File: src/rtl/wb_pkg.sv
// rtl/wb_pkg.sv - shared types and constants for the register-file writeback unit
// Contents:
//   DATA_BITS, ADDR_BITS : register width and register address width
//   ZERO_REG             : hardwired-zero register address
//   wb_entry_t           : queued long-latency result {live, addr, data}
//   sel_e                : write-port source for the current cycle
package wb_pkg;
   localparam int DATA_BITS = 32;
   localparam int ADDR_BITS = 5;

   localparam logic [ADDR_BITS-1:0] ZERO_REG = '0;

   // live is cleared when a younger ALU write to the same register supersedes this entry
   typedef struct packed {
      logic                 live;
      logic [ADDR_BITS-1:0] addr;
      logic [DATA_BITS-1:0] data;
   } wb_entry_t;

   typedef enum logic [1:0] {
      SEL_NONE  = 2'd0,
      SEL_ALU   = 2'd1,
      SEL_QUEUE = 2'd2,
      SEL_LONG  = 2'd3
   } sel_e;
endpackage

File: src/rtl/wb_if.sv
// rtl/wb_if.sv - bundle of ALU/long-latency inputs, register-file write port and pending lookups
// Modports:
//   master : result producers / decode side (drives results and lookup addresses)
//   slave  : writeback unit (accepts results, drives write port, LongReady, pending, count)
interface wb_if #(
   parameter int QUEUE_DEPTH = 4
);
   import wb_pkg::*;

   localparam int CNT_BITS = $clog2(QUEUE_DEPTH) + 1;

   logic                 AluValid;
   logic [ADDR_BITS-1:0] AluAddress;
   logic [DATA_BITS-1:0] AluData;
   logic                 LongValid;
   logic                 LongReady;
   logic [ADDR_BITS-1:0] LongAddress;
   logic [DATA_BITS-1:0] LongData;
   logic                 WriteEnable;
   logic [ADDR_BITS-1:0] DAddress;
   logic [DATA_BITS-1:0] DData;
   logic [ADDR_BITS-1:0] AAddress;
   logic [ADDR_BITS-1:0] BAddress;
   logic                 APending;
   logic                 BPending;
   logic [CNT_BITS-1:0]  QueueCount;

   modport master (
      output AluValid, AluAddress, AluData,
      output LongValid, LongAddress, LongData,
      output AAddress, BAddress,
      input  LongReady, WriteEnable, DAddress, DData,
      input  APending, BPending, QueueCount
   );

   modport slave (
      input  AluValid, AluAddress, AluData,
      input  LongValid, LongAddress, LongData,
      input  AAddress, BAddress,
      output LongReady, WriteEnable, DAddress, DData,
      output APending, BPending, QueueCount
   );
endinterface

File: src/rtl/wb_queue.sv
// rtl/wb_queue.sv - circular FIFO of long-latency results with kill-by-address and live lookups
// Ports:
//   clk, rst                 : clock, synchronous active-high reset
//   i_push, i_push_entry     : enqueue an entry (ignored when full)
//   i_pop                    : dequeue the head (ignored when empty)
//   i_kill, i_kill_addr      : clear live bit of every occupied entry with this address
//   i_lookup_a/b, o_match_a/b: occupied live entry with matching address exists
//   o_head                   : entry at the read pointer
//   o_full, o_empty, o_count : occupancy (killed entries still count)
module wb_queue
   import wb_pkg::*;
#(
   parameter  int DEPTH    = 4,
   localparam int PTR_BITS = $clog2(DEPTH),
   localparam int CNT_BITS = PTR_BITS + 1
) (
   input  logic                 clk,
   input  logic                 rst,
   input  logic                 i_push,
   input  wb_entry_t            i_push_entry,
   input  logic                 i_pop,
   input  logic                 i_kill,
   input  logic [ADDR_BITS-1:0] i_kill_addr,
   input  logic [ADDR_BITS-1:0] i_lookup_a,
   input  logic [ADDR_BITS-1:0] i_lookup_b,
   output wb_entry_t            o_head,
   output logic                 o_full,
   output logic                 o_empty,
   output logic [CNT_BITS-1:0]  o_count,
   output logic                 o_match_a,
   output logic                 o_match_b
);
   wb_entry_t            r_mem [DEPTH];
   logic [DEPTH-1:0]     r_occ;
   logic [PTR_BITS-1:0]  r_rd_ptr;
   logic [PTR_BITS-1:0]  r_wr_ptr;
   logic [CNT_BITS-1:0]  r_count;
   logic                 w_do_push;
   logic                 w_do_pop;

   assign o_full    = (r_count == CNT_BITS'(DEPTH));
   assign o_empty   = (r_count == '0);
   assign o_count   = r_count;
   assign o_head    = r_mem[r_rd_ptr];
   assign w_do_push = i_push && !o_full;
   assign w_do_pop  = i_pop && !o_empty;

   always_ff @(posedge clk) begin
      if (rst) begin
         for (int i = 0; i < DEPTH; i++) r_mem[i] <= '0;
         r_occ    <= '0;
         r_rd_ptr <= '0;
         r_wr_ptr <= '0;
         r_count  <= '0;
      end else begin
         // Kill first; a same-edge push lands on a free slot so it is never affected.
         for (int i = 0; i < DEPTH; i++) begin
            if (i_kill && r_occ[i] && r_mem[i].addr == i_kill_addr) r_mem[i].live <= 1'b0;
         end
         if (w_do_push) begin
            r_mem[r_wr_ptr] <= i_push_entry;
            r_occ[r_wr_ptr] <= 1'b1;
            r_wr_ptr        <= r_wr_ptr + 1'b1;
         end
         if (w_do_pop) begin
            r_occ[r_rd_ptr] <= 1'b0;
            r_rd_ptr        <= r_rd_ptr + 1'b1;
         end
         case ({w_do_push, w_do_pop})
            2'b10:   r_count <= r_count + 1'b1;
            2'b01:   r_count <= r_count - 1'b1;
            default: r_count <= r_count;
         endcase
      end
   end

   always_comb begin
      o_match_a = 1'b0;
      o_match_b = 1'b0;
      for (int i = 0; i < DEPTH; i++) begin
         if (r_occ[i] && r_mem[i].live && r_mem[i].addr == i_lookup_a) o_match_a = 1'b1;
         if (r_occ[i] && r_mem[i].live && r_mem[i].addr == i_lookup_b) o_match_b = 1'b1;
      end
   end
endmodule

File: src/rtl/writeback_unit.sv
// rtl/writeback_unit.sv - merges ALU and long-latency results onto the register file write port
// Ports:
//   clk, rst : clock, synchronous active-high reset
//   bus      : wb_if.slave - ALU/long inputs, LongReady, registered WriteEnable/DAddress/DData,
//              decode pending lookups (AAddress/BAddress -> APending/BPending), QueueCount
module writeback_unit
   import wb_pkg::*;
#(
   parameter int QUEUE_DEPTH = 4
) (
   input  logic clk,
   input  logic rst,
   wb_if.slave  bus
);
   localparam int CNT_BITS = $clog2(QUEUE_DEPTH) + 1;

   sel_e                 w_sel;
   logic                 w_alu_wr;
   logic                 w_long_xfer;
   logic                 w_long_nz;
   logic                 w_push;
   logic                 w_pop;
   wb_entry_t            w_head;
   wb_entry_t            w_push_entry;
   logic                 w_full;
   logic                 w_empty;
   logic                 w_match_a;
   logic                 w_match_b;
   logic [CNT_BITS-1:0]  w_count;

   logic                 r_we;
   logic [ADDR_BITS-1:0] r_daddr;
   logic [DATA_BITS-1:0] r_ddata;

   assign bus.LongReady = !rst && !w_full;
   assign w_alu_wr      = bus.AluValid && (bus.AluAddress != ZERO_REG);
   assign w_long_xfer   = bus.LongValid && bus.LongReady;
   assign w_long_nz     = bus.LongAddress != ZERO_REG;

   always_comb begin
      w_sel = SEL_NONE;
      if (w_alu_wr)                    w_sel = SEL_ALU;
      else if (!w_empty)               w_sel = SEL_QUEUE;
      else if (w_long_xfer && w_long_nz) w_sel = SEL_LONG;
   end

   // A long result to the register the ALU writes this cycle is already stale: drop it.
   assign w_push = w_long_xfer && w_long_nz && (w_sel != SEL_LONG) &&
                   !(w_alu_wr && bus.LongAddress == bus.AluAddress);
   assign w_pop  = (w_sel == SEL_QUEUE);
   assign w_push_entry = '{live: 1'b1, addr: bus.LongAddress, data: bus.LongData};

   wb_queue #(.DEPTH(QUEUE_DEPTH)) u_queue (
      .clk          (clk),
      .rst          (rst),
      .i_push       (w_push),
      .i_push_entry (w_push_entry),
      .i_pop        (w_pop),
      .i_kill       (w_alu_wr),
      .i_kill_addr  (bus.AluAddress),
      .i_lookup_a   (bus.AAddress),
      .i_lookup_b   (bus.BAddress),
      .o_head       (w_head),
      .o_full       (w_full),
      .o_empty      (w_empty),
      .o_count      (w_count),
      .o_match_a    (w_match_a),
      .o_match_b    (w_match_b)
   );

   always_ff @(posedge clk) begin
      if (rst) begin
         r_we    <= 1'b0;
         r_daddr <= '0;
         r_ddata <= '0;
      end else begin
         case (w_sel)
            SEL_ALU: begin
               r_we    <= 1'b1;
               r_daddr <= bus.AluAddress;
               r_ddata <= bus.AluData;
            end
            SEL_QUEUE: begin
               // A killed head still takes its slot on the port, producing a bubble.
               r_we    <= w_head.live;
               r_daddr <= w_head.addr;
               r_ddata <= w_head.data;
            end
            SEL_LONG: begin
               r_we    <= 1'b1;
               r_daddr <= bus.LongAddress;
               r_ddata <= bus.LongData;
            end
            default: r_we <= 1'b0;
         endcase
      end
   end

   assign bus.WriteEnable = r_we;
   assign bus.DAddress    = r_daddr;
   assign bus.DData       = r_ddata;
   assign bus.QueueCount  = w_count;

   assign bus.APending = (bus.AAddress != ZERO_REG) &&
                         (w_match_a || (r_we && r_daddr == bus.AAddress));
   assign bus.BPending = (bus.BAddress != ZERO_REG) &&
                         (w_match_b || (r_we && r_daddr == bus.BAddress));
endmodule

File: src/flat_wrapper.sv
// flat-port wrapper written by rule: the top's interface ports become plain ports
module writeback_unit_flat import wb_pkg::*;
#(
   parameter int QUEUE_DEPTH = 4
)
  (clk, rst, bus_AluValid, bus_AluAddress, bus_AluData, bus_LongValid, bus_LongAddress, bus_LongData, bus_AAddress, bus_BAddress, bus_LongReady, bus_WriteEnable, bus_DAddress, bus_DData, bus_APending, bus_BPending, bus_QueueCount);
  wb_if #(.QUEUE_DEPTH(QUEUE_DEPTH)) bus_i ();
  input  logic clk;
  input  logic rst;
  input wire logic [$bits(bus_i.AluValid)-1:0] bus_AluValid;
  input wire logic [$bits(bus_i.AluAddress)-1:0] bus_AluAddress;
  input wire logic [$bits(bus_i.AluData)-1:0] bus_AluData;
  input wire logic [$bits(bus_i.LongValid)-1:0] bus_LongValid;
  input wire logic [$bits(bus_i.LongAddress)-1:0] bus_LongAddress;
  input wire logic [$bits(bus_i.LongData)-1:0] bus_LongData;
  input wire logic [$bits(bus_i.AAddress)-1:0] bus_AAddress;
  input wire logic [$bits(bus_i.BAddress)-1:0] bus_BAddress;
  output wire logic [$bits(bus_i.LongReady)-1:0] bus_LongReady;
  output wire logic [$bits(bus_i.WriteEnable)-1:0] bus_WriteEnable;
  output wire logic [$bits(bus_i.DAddress)-1:0] bus_DAddress;
  output wire logic [$bits(bus_i.DData)-1:0] bus_DData;
  output wire logic [$bits(bus_i.APending)-1:0] bus_APending;
  output wire logic [$bits(bus_i.BPending)-1:0] bus_BPending;
  output wire logic [$bits(bus_i.QueueCount)-1:0] bus_QueueCount;
  assign bus_i.AluValid = bus_AluValid;
  assign bus_i.AluAddress = bus_AluAddress;
  assign bus_i.AluData = bus_AluData;
  assign bus_i.LongValid = bus_LongValid;
  assign bus_i.LongAddress = bus_LongAddress;
  assign bus_i.LongData = bus_LongData;
  assign bus_i.AAddress = bus_AAddress;
  assign bus_i.BAddress = bus_BAddress;
  assign bus_LongReady = bus_i.LongReady;
  assign bus_WriteEnable = bus_i.WriteEnable;
  assign bus_DAddress = bus_i.DAddress;
  assign bus_DData = bus_i.DData;
  assign bus_APending = bus_i.APending;
  assign bus_BPending = bus_i.BPending;
  assign bus_QueueCount = bus_i.QueueCount;
  writeback_unit #(.QUEUE_DEPTH(QUEUE_DEPTH)) u_core (.clk(clk), .rst(rst), .bus(bus_i));
endmodule
File: config.mk
export PLATFORM = sky130hd
export DESIGN_NAME = writeback_unit_flat
export DESIGN_NICKNAME = d
export VERILOG_FILES = /design/src/rtl/wb_pkg.sv /design/src/rtl/wb_if.sv /design/src/rtl/wb_queue.sv /design/src/rtl/writeback_unit.sv /design/src/flat_wrapper.sv
export SDC_FILE = /design/constraint.sdc
export NUM_CORES = 1
export LEC_CHECK = 0
export ABC_AREA = 1
export CORE_MARGIN = 8
export CORE_UTILIZATION = 34
export CTS_BUF_LIST = sky130_fd_sc_hd__clkbuf_2 sky130_fd_sc_hd__clkbuf_4 sky130_fd_sc_hd__clkbuf_8
export DETAILED_ROUTE_END_ITERATION = 6
export PLACE_DENSITY = 0.55
export SYNTH_ARGS = -nofsm -noshare
export SYNTH_HDL_FRONTEND = slang
export SYNTH_SLANG_ARGS = --single-unit
File: constraint.sdc
create_clock -name clk -period 8.9 [get_ports clk]
set_clock_uncertainty 0.1 [all_clocks]
set_input_delay 2.67 -clock clk [delete_from_list [all_inputs] [get_ports clk]]
set_output_delay 2.67 -clock clk [all_outputs]
set_load 0.01 [all_outputs]
* After elaboration in Yosys (flattened, before gate mapping)
Memory sizes are Yosys's and may differ from the RTL's. A register that Yosys moved wholly into a read port is not among the register bits.
Cells that the tools add are included.
** Word-level totals
- Flip-flop bits (word level) :: 49
- Memory bits (writable) :: 152
- Bits of input ports :: 88
- Output and inout port bits :: 44
- Logic and storage cells :: 139
- Memories :: 1
** Memories
- u_core.u_queue.r_mem :: depth 4, width 38, rd ports 5, clocked after memory_dff 1, wr ports 5, RTL line wb_queue.sv:33 : wb_entry_t r_mem [DEPTH];
** Operators by class
- Add/sub/neg operators :: 4
- Magnitude comparators :: 4
- Equal/unequal tests :: 22
- Mux-type cells :: 45
- Bitwise logic cells :: 7
- Reductions and logical operators :: 49
** Operator list (count)
- $pmux W32 S3 :: 1
- $eq A5 B5 Y1 :: 15
- $logic_and A1 B1 Y1 :: 35
- $mux W1 :: 31
- $reduce_bool A5 Y1 :: 4
- $pmux W5 S3 :: 1
- $mux W4 :: 3
- $mux W2 :: 5
- $eq A2 B2 Y1 const B :: 3
- $lt A2 B3 Y1 const B :: 2
- $pmux W3 S2 :: 1
- $add A2 B1 Y2 const B :: 2
- $and A4 B4 Y4 :: 1
- $demux W1 S2 :: 2
- $eq A2 B1 Y1 const B :: 2
- $ge A2 B1 Y1 const B :: 2
- $logic_not A1 Y1 :: 4
- $not A4 Y4 :: 1
- $or A1 B1 Y1 :: 4
- $or A4 B4 Y4 :: 1
- $add A3 B1 Y3 const B :: 1
- $eq A3 B3 Y1 const B :: 1
- $logic_not A3 Y1 :: 1
- $reduce_bool A3 Y1 :: 1
- other kinds (6) :: 7

* Logic depth before layout (Yosys ltp)
Gate-level depths: netlist of the first run.
- Depth after elaboration :: 16
- Depth in mapped cells :: 13
- Depth with buffers taken out :: 12

* Cells and area by module
A second synthesis of the first run with hierarchy kept.
** Unflattened totals
- Cells, all modules :: 1350
- Area total of the unflattened synthesis :: 10835.4 µm²
** By module, submodules not included
- wb_queue :: instances 1, cells an instance 914, area each 8185.4 µm², sequential area each 4824.6 µm²
- writeback_unit :: instances 1, cells an instance 436, area each 2650.0 µm², sequential area each 760.7 µm²

* Worst setup path after synthesis of the first run
OpenSTA, ideal clock, no wires.
- Path kind :: input port to output port
- From :: input port bus_BAddress[3]
- To :: output port bus_BPending
- Data arrival time :: 3.562 ns
- Data required time :: 6.130 ns
- Setup slack :: 2.568 ns
- Stages :: 9
- Path buffers :: 1
- Path through :: clkbuf_1 > inv_1 > nand2_1 > nand2_1 > nor3_1 > nand3_1 > nand3_1 > nor2_1 > nor2_1
** On the way
- Word-level cells in the longest chain between the ends :: 8
- Elaborated cells on any way between the ends :: 17
- Classes of those cells :: eq/ne: 5; mux: 4; reduce/logical: 8
** Ends and longest elaborated chain
- start, declared :: RTL line flat_wrapper.sv:17 : input wire logic [$bits(bus_i.BAddress)-1:0] bus_BAddress;
- $eq A5 B5 Y1 :: RTL line wb_queue.sv:82 : if (r_occ[i] && r_mem[i].live && r_mem[i].addr == i_lookup_b) o_match_b = 1'b1;
- $logic_and A1 B1 Y1 :: RTL line wb_queue.sv:82
- $mux W1 (4 in series) :: RTL line wb_queue.sv:82
- $logic_or A1 B1 Y1 :: RTL line writeback_unit.sv:107 : (w_match_b || (r_we && r_daddr == bus.BAddress));
- $logic_and A1 B1 Y1 (*) :: RTL line writeback_unit.sv:106 : assign bus.BPending = (bus.BAddress != ZERO_REG) &&
- end, declared :: RTL line flat_wrapper.sv:23 : output wire logic [$bits(bus_i.BPending)-1:0] bus_BPending;
Every way passes the cells marked *; elsewhere a longest branch is shown, timed or not.

* Worst setup path after layout of the first run
- From :: input port bus_AAddress[1]
- To :: output port bus_APending
** On the way
- Word-level cells in the longest chain between the ends :: 8
- Elaborated cells on any way between the ends :: 17
- Classes of those cells :: eq/ne: 5; mux: 4; reduce/logical: 8
** Ends and longest elaborated chain
- start, declared :: RTL line flat_wrapper.sv:16 : input wire logic [$bits(bus_i.AAddress)-1:0] bus_AAddress;
- $eq A5 B5 Y1 :: RTL line wb_queue.sv:81 : if (r_occ[i] && r_mem[i].live && r_mem[i].addr == i_lookup_a) o_match_a = 1'b1;
- $logic_and A1 B1 Y1 :: RTL line wb_queue.sv:81
- $mux W1 (4 in series) :: RTL line wb_queue.sv:81
- $logic_or A1 B1 Y1 :: RTL line writeback_unit.sv:105 : (w_match_a || (r_we && r_daddr == bus.AAddress));
- $logic_and A1 B1 Y1 (*) :: RTL line writeback_unit.sv:104 : assign bus.APending = (bus.AAddress != ZERO_REG) &&
- end, declared :: RTL line flat_wrapper.sv:22 : output wire logic [$bits(bus_i.APending)-1:0] bus_APending;
Marked as above.

==> summary.txt, run 1 <==
Routing
  • Final wirelength: ~34000 microns
  • Top routing layer in use: met4
  • Antenna-violating nets left: 0
  • Metal2 WL: between 15000 and 20000 microns
  • M1 WL: 14500 microns
  • WL met3: between 2000 and 2500 microns
  • DR WL/cell: ~19 microns
  • Via count: 9293
  • Drt via density: 5.13
  • TritonRoute pass-1 iters: 5
  • Residual DRC: 0
  • DRT iter0 DRCs: ~700

STA
  • RSZ-0062 raised after global routing: false
  • Least-Margin Pin Slew: between 1000 and 1500 ps
  • Final worst-path cycle share: roughly 83%
  • Setup_tns: 0 ps
  • Headroom to the max-slew limit: between 10% and 20%
  • Setup Viol. Count Final: 0
  • Final count of hold timing violations: 0
  • Slew Limit Fails: 0
  • Min cycle time layout: between 7000 and 8000 ps
  • Fmax: 0.136 GHz
  • WHS: approximately 370 ps

Yosys
  • Largest family of logic cells by synthesized area: simple AND/OR/NAND/NOR gates
  • Top cells by area, synth: edfxtp_1 42%, nor2_1 11%, dfxtp_1 10%, nand2_1 6.6%, nand3_1 5.8%
  • Syn avg cell area: around 8 sq um
  • Yosys top cell by area: edfxtp_1
  • Mapped Area: between 10000 and 15000 sq um
  • Top cell type's share of synthesized area: 42.4%
  • Ys Warns: 0
  • Synth Area in Simple Gates: 27.1%
  • Synth Instances: 1282
  • Seq/Total Area, Yosys: 52.9%
  • Synth Area in Adders: under 10%
  • Post-synthesis compound-gate area fraction: about a tenth
  • #FFs+latches synth: 203
  • Synth Net Count: between 1000 and 1500
  • Synth Area in XOR/XNOR: 1.84%
  • Mux cell area share after synthesis: 0%
  • Synth cell types: 34
  • EDFF count, synth: between 100 and 150
  • Async SR Flop Fraction: 0%
  • Synth Flop Type: edfxtp_1

Pwr
  • VDD IR max: about 110 uV
  • Internal: ~0.002 W
  • Sw frac: a little under two fifths
  • Leakage Power: 5.24 nW
  • Sw Pwr: around 0.0012 W
  • Cell Pwr Density: between 200 and 300 nW/um^2
  • Clock Power Share: about 28%
  • Logic pwr share: between 30% and 40%
  • Seq pwr share: between 30% and 40%

Clocking
  • TritonCTS buffer count: 39
  • Clock network latency to the later pin of the worst-skew pair: 520 ps
  • CTS max path bufs: 3
  • Post-CTS Resized: 0
  • H-tree Lvls: 2
  • Clock Tree Root: clkbuf_8
  • Sinks on the clock net: 203
  • CTS tree: yes
  • Post-CTS Setup Bufs: 0
  • Post-CTS Hold Buffers: 0
  • Worst-path clk slew: ~60 ps

Cells and area
  • Layout cell share with drive strength beyond 1: under 10%
  • P&R area growth vs syn: 22.0%
  • # fillers: between 3000 and 4000
  • Nets: roughly 1500

Global routing
  • Total gr overflow: 0
  • Initial antenna violation count: 1
  • Pin count of the biggest net entering global routing: 77
  • First-pass GRT wire length: about 52000 microns
  • GRT Overall Usage: between 10% and 20%
  • Vias in the first global route: 9312

Die
  • Die X: 192 microns
  • Row count: between 60 and 70
  • Die ar.: between 30000 and 40000 sq um
  • Core area: slightly above 30000 sq um
  • Die Span Y: 192 microns
  • # IOs: roughly 130
  • Starting Density: roughly 34%

Setup path
  • Startpoint types: primary input
  • Critical path peak fanout: 7
  • CP endpoint kind: primary output
  • WP data arrival: 4570 ps
  • Crit path required time: approximately 6100 ps
  • Worst Setup Path Type: in -> out

Placed design
  • Gpl congestion: 0.852
  • PortBufs: roughly 130
  • Post-DP HPWL: approximately 20000 microns

Run
  • Max_cap viols: 0

Hold path
  • Worst Hold Class: reg -> reg

Run status
  • Outcome: finished clean
state kept, by name, summed over array words and instances, names as in the netlist, named ones only:
signal                   count
u_core.u_queue.r_wr_ptr      2
u_core.u_queue.r_mem       152
u_core.u_queue.r_rd_ptr      2
u_core.u_queue.r_occ         4
u_core.bus.DAddress          5
u_core.bus.DData            32
u_core.u_queue.o_count       3
u_core.bus.WriteEnable       1
synthesized netlist by cell type, types with 13 or more instances:
library cell  instances
o22ai_1              31
nand2_1             184
inv_1               111
nand3_1             122
edfxtp_1            148
dfxtp_1              55
o21ai_1              13
o21ai_0              78
nand4_1              24
a21oi_1              45
buf_2                41
nor2_1              319
clkbuf_1             34
area by class of cell:
type | instances | area, sq um | share of cell area [%]
timing repair buffer | 141 | 1390 | 10.8
inverter | 115 | 432 | 3.37
antenna | 1 | 2.50 | 0.0196
sequential | 203 | 5550 | 43.3
clock inverter | 13 | 55.1 | 0.430
clock buffer | 57 | 703 | 5.49
multi-input combinational | 886 | 4180 | 32.6
tap | 396 | 495 | 3.87
layout by cell type (no fill, tap or decap), types with 3 or more instances in the layout:
| cell type | instances |
|---|---|
| nor3_1 | 11 |
| nand3_1 | 121 |
| xor2_1 | 10 |
| o22ai_1 | 31 |
| nand2_2 | 7 |
| xnor2_1 | 12 |
| ha_1 | 9 |
| dfxtp_1 | 53 |
| nor2_4 | 3 |
| inv_1 | 110 |
| nand3_2 | 4 |
| o21ai_1 | 13 |
| edfxtp_1 | 148 |
| o2111ai_1 | 3 |
| o21ai_0 | 78 |
| clkdlybuf4s50_1 | 131 |
| clkinv_1 | 8 |
| clkbuf_8 | 44 |
| a21oi_1 | 45 |
| a211oi_1 | 3 |
| nand4_1 | 24 |
| inv_2 | 5 |
| nand2_1 | 180 |
| clkbuf_4 | 13 |
| clkinv_2 | 5 |
| nor2_1 | 319 |
| buf_4 | 10 |
worst max-delay path, stage by stage:
cell             delay, ps
clkdlybuf4s50_1        640
inv_1                  120
nand2_1                 80
nand2_1                 60
nor3_1                 130
nand4_1                100
nand2_1                100
nor2_1                  50
nor2_1                  80
clkdlybuf4s50_1        540
power by group through the flow:
stage	Sequential, W	Clock (W)	Combinational (W)
detailed placement	0.00128	0	0.00106
floorplan	0.00126	0	0.000654
global route	0.00127	0.000969	0.00117
finish	0.00126	0.000899	0.00106
CTS	0.00126	0.000927	0.00107
global placement	0.00128	0	0.00105
layer usage:
metal | track usage, % | vias to the layer above
met5 | 0 | -
met4 | 7.43 | 0
met3 | 3.27 | 64
met2 | 30.9 | 343
met1 | 22.6 | 4417
li1 | - | 4469
final timing paths:
check	start	to	slack [ps]	depth (start not counted)
setup / recovery	bus_AAddress[1]	bus_APending	1560	10
hold / removal	u_core.u_queue.r_occ[1]	u_core.u_queue.r_occ[1]	370	2
setup reg to reg	u_core.u_queue.o_count[0]	u_core.u_queue.r_mem[2][32]	4970	8
hold reg to reg	u_core.u_queue.r_occ[1]	u_core.u_queue.r_occ[1]	370	2
through the flow:
| step | setup WS, ps | utilization [%] | total power [W] | cells | instance area, sq um |
|---|---|---|---|---|---|
| final | 1560 | 42.0 | 0.00321 | 1812 | 12800 |
| after CTS | 1550 | 41.9 | 0.00325 | 1811 | 12800 |
| after detailed placement | 1560 | 39.5 | 0.00234 | 1741 | 12000 |
| after global placement | 1550 | 39.5 | 0.00233 | 1741 | 12000 |
| after global routing | 1340 | 42.0 | 0.00342 | 1812 | 12800 |
| after floorplan | 2570 | - | 0.00191 | 1282 | 10500 |
cells by family after synthesis:
group	after synthesis
simple gates	674
flops	203
xor+xnor	22
compound gates	180
fa+ha+maj	10
buf+inv	193
Note: power is estimated with default switching activity, not from simulation.
==> inputs of run 2 (changes only) <==
- PLACE_DENSITY: 0.55 -> 0.57
- clock period: 8.9 -> 6.5 ns (I/O delays scaled with it)
==> summary.txt, run 2 (synthesis results as in run 1) <==
STA
  • Headroom to the max-slew limit: a little under two fifths
  • Fin worst setup slack: just over 600 ps
  • RSZ-0062 raised after global routing: false
  • Slew Limit Fails: 0
  • Least-Margin Pin Slew: just over 900 ps
  • Min cycle time layout: between 5000 and 6000 ps
  • Final count of hold timing violations: 0
  • Final worst-path cycle share: roughly 90%
  • Setup Viol. Count Final: 0
  • Fmax: about 0.17 GHz
  • Setup_tns: 0 ps

Die
  • # IOs: 132
  • Die ar.: 36700 sq um
  • Core area: between 30000 and 40000 sq um
  • Die X: 192 microns
  • Die Span Y: 192 microns
  • Starting Density: between 30 and 40%
  • Row count: 64

Clocking
  • CTS max path bufs: 3
  • CTS tree: yes
  • Post-CTS Hold Buffers: 0
  • Worst-path clk slew: approximately 50 ps
  • TritonCTS buffer count: 39
  • Clock Tree Root: clkbuf_8
  • Post-CTS Setup Bufs: 0
  • Post-CTS Resized: 0
  • Clock network latency to the later pin of the worst-skew pair: ~530 ps
  • H-tree Lvls: 2
  • Sinks on the clock net: just over 200

Setup path
  • Crit path from: bus_AAddress[1]
  • Worst Setup Path Type: in -> out
  • Worst R2R End: u_core.u_queue.o_count[2]
  • Critical Path End: bus_APending
  • R2R Setup Slk: 3770 ps
  • RR Startpoint: u_core.u_queue.o_count[0]
  • Critical path peak fanout: 7
  • WP data arrival: around 3800 ps
  • Startpoint types: primary input
  • Crit path required time: ~4500 ps
  • Reg2reg path depth: 11
  • CP endpoint kind: primary output

Cells and area
  • Multi-input gate area: roughly 4200 sq um
  • Post-route cell area: between 10000 and 15000 sq um
  • Register area: 5550 sq um
  • Max FFs per register: about 150
  • Ant. Diodes: 0
  • P&R area growth vs syn: 23.2%
  • Most frequent cells in the layout: 319 x nor2_1, 180 x nand2_1, 148 x edfxtp_1
  • # fillers: approximately 3100
  • Layout cell share with drive strength beyond 1: approximately 7.7%
  • Most common cell after layout, fill and taps aside: nor2_1
  • Reg with most FFs: u_core.u_queue.r_mem
  • Nets: approximately 1500

Routing
  • DR WL/cell: about 19 microns
  • Final wirelength: 34300 microns
  • TritonRoute pass-1 iters: 5
  • Drt via density: between 5 and 6
  • Residual DRC: 0
  • Antenna-violating nets left: 0
  • DRT iter0 DRCs: between 700 and 800
  • Via count: 9330

Global routing
  • Vias in the first global route: ~9400
  • Total gr overflow: 0
  • Pin count of the biggest net entering global routing: 77
  • GRT Overall Usage: roughly 18%
  • Initial antenna violation count: 1
  • First-pass GRT wire length: ~53000 microns

Pwr
  • Leakage Power: between 5 and 6 nW
  • VDD IR max: between 100 and 150 uV
  • Cell Pwr Density: between 300 and 400 nW/um^2

Placed design
  • Post-DP HPWL: approximately 21000 microns
  • Gpl congestion: a little under 0.9
  • Placed inst area: around 12000 sq um
  • Post-Place Setup Slack: about 620 ps
  • PortBufs: around 130

Run status
  • Outcome: finished clean

Hold path
  • Worst Hold Class: reg -> reg

Run
  • Max_cap viols: 0
## run 2: cell count changes in the layout (fill, tap and decap cells not counted), moves of 2 or more
cell,change
clkinv_1,+4
clkinvlp_4,+2
buf_12,+4
buf_4,+8
clkinv_2,-3
clkbuf_8,-3
## run 2: area by class of cell
cell class                      count  share of cell area [%]
Clock inverter                     17                   0.610
Multi-Input combinational cell    886                    32.3
Tap cell                          396                    3.83
Clock buffer                       54                    5.12
Inverter                          115                    3.34
Timing Repair Buffer              153                    11.8
Sequential cell                   203                    42.9
## run 2: critical path, stage by stage
cell and delay (ps):
clkdlybuf4s50_1 640, inv_1 130, nand2_1 80, nand2_1 60, nor3_1 130, nand4_1 90
nand2_1 80, nor2_1 50, nor2_1 80, clkdlybuf4s50_1 540
## run 2: per-layer routing
layer	part of all wire [%]	GRT usage (%)
met1	43	23.1
met2	47	31.0
met3	7.0	3.16
met4	2.7	6.51
met5	0.038	0
## run 2: how the worst min path moves through the flow
stage                            startpoint                       to  depth (start not counted)
floorplan           u_core.u_queue.r_occ[0]  u_core.u_queue.r_occ[0]                          2
global placement    u_core.u_queue.r_occ[1]  u_core.u_queue.r_occ[1]                          2
detailed placement  u_core.u_queue.r_occ[3]  u_core.u_queue.r_occ[3]                          2
CTS                 u_core.u_queue.r_occ[3]  u_core.u_queue.r_occ[3]                          2
global route        u_core.u_queue.r_occ[1]  u_core.u_queue.r_occ[1]                          2
finish              u_core.u_queue.r_occ[3]  u_core.u_queue.r_occ[3]                          2
## run 2: through the flow
stage	power [W]	util, %	std cells	hold slack [ps]
after CTS	0.00445	42.3	1824	375
after floorplan	0.00261	-	1282	335
after global routing	0.00469	42.3	1824	405
after global placement	0.00322	39.9	1753	359
final	0.00442	42.3	1824	370
after detailed placement	0.00323	39.9	1753	366
## run 2: power by group
part / internal, W / switching (W)
Clock: 0.000660 / 0.000546
Combinational: 0.000543 / 0.000979
Sequential: 0.00158 / 0.000112
Total: 0.00278 / 0.00164
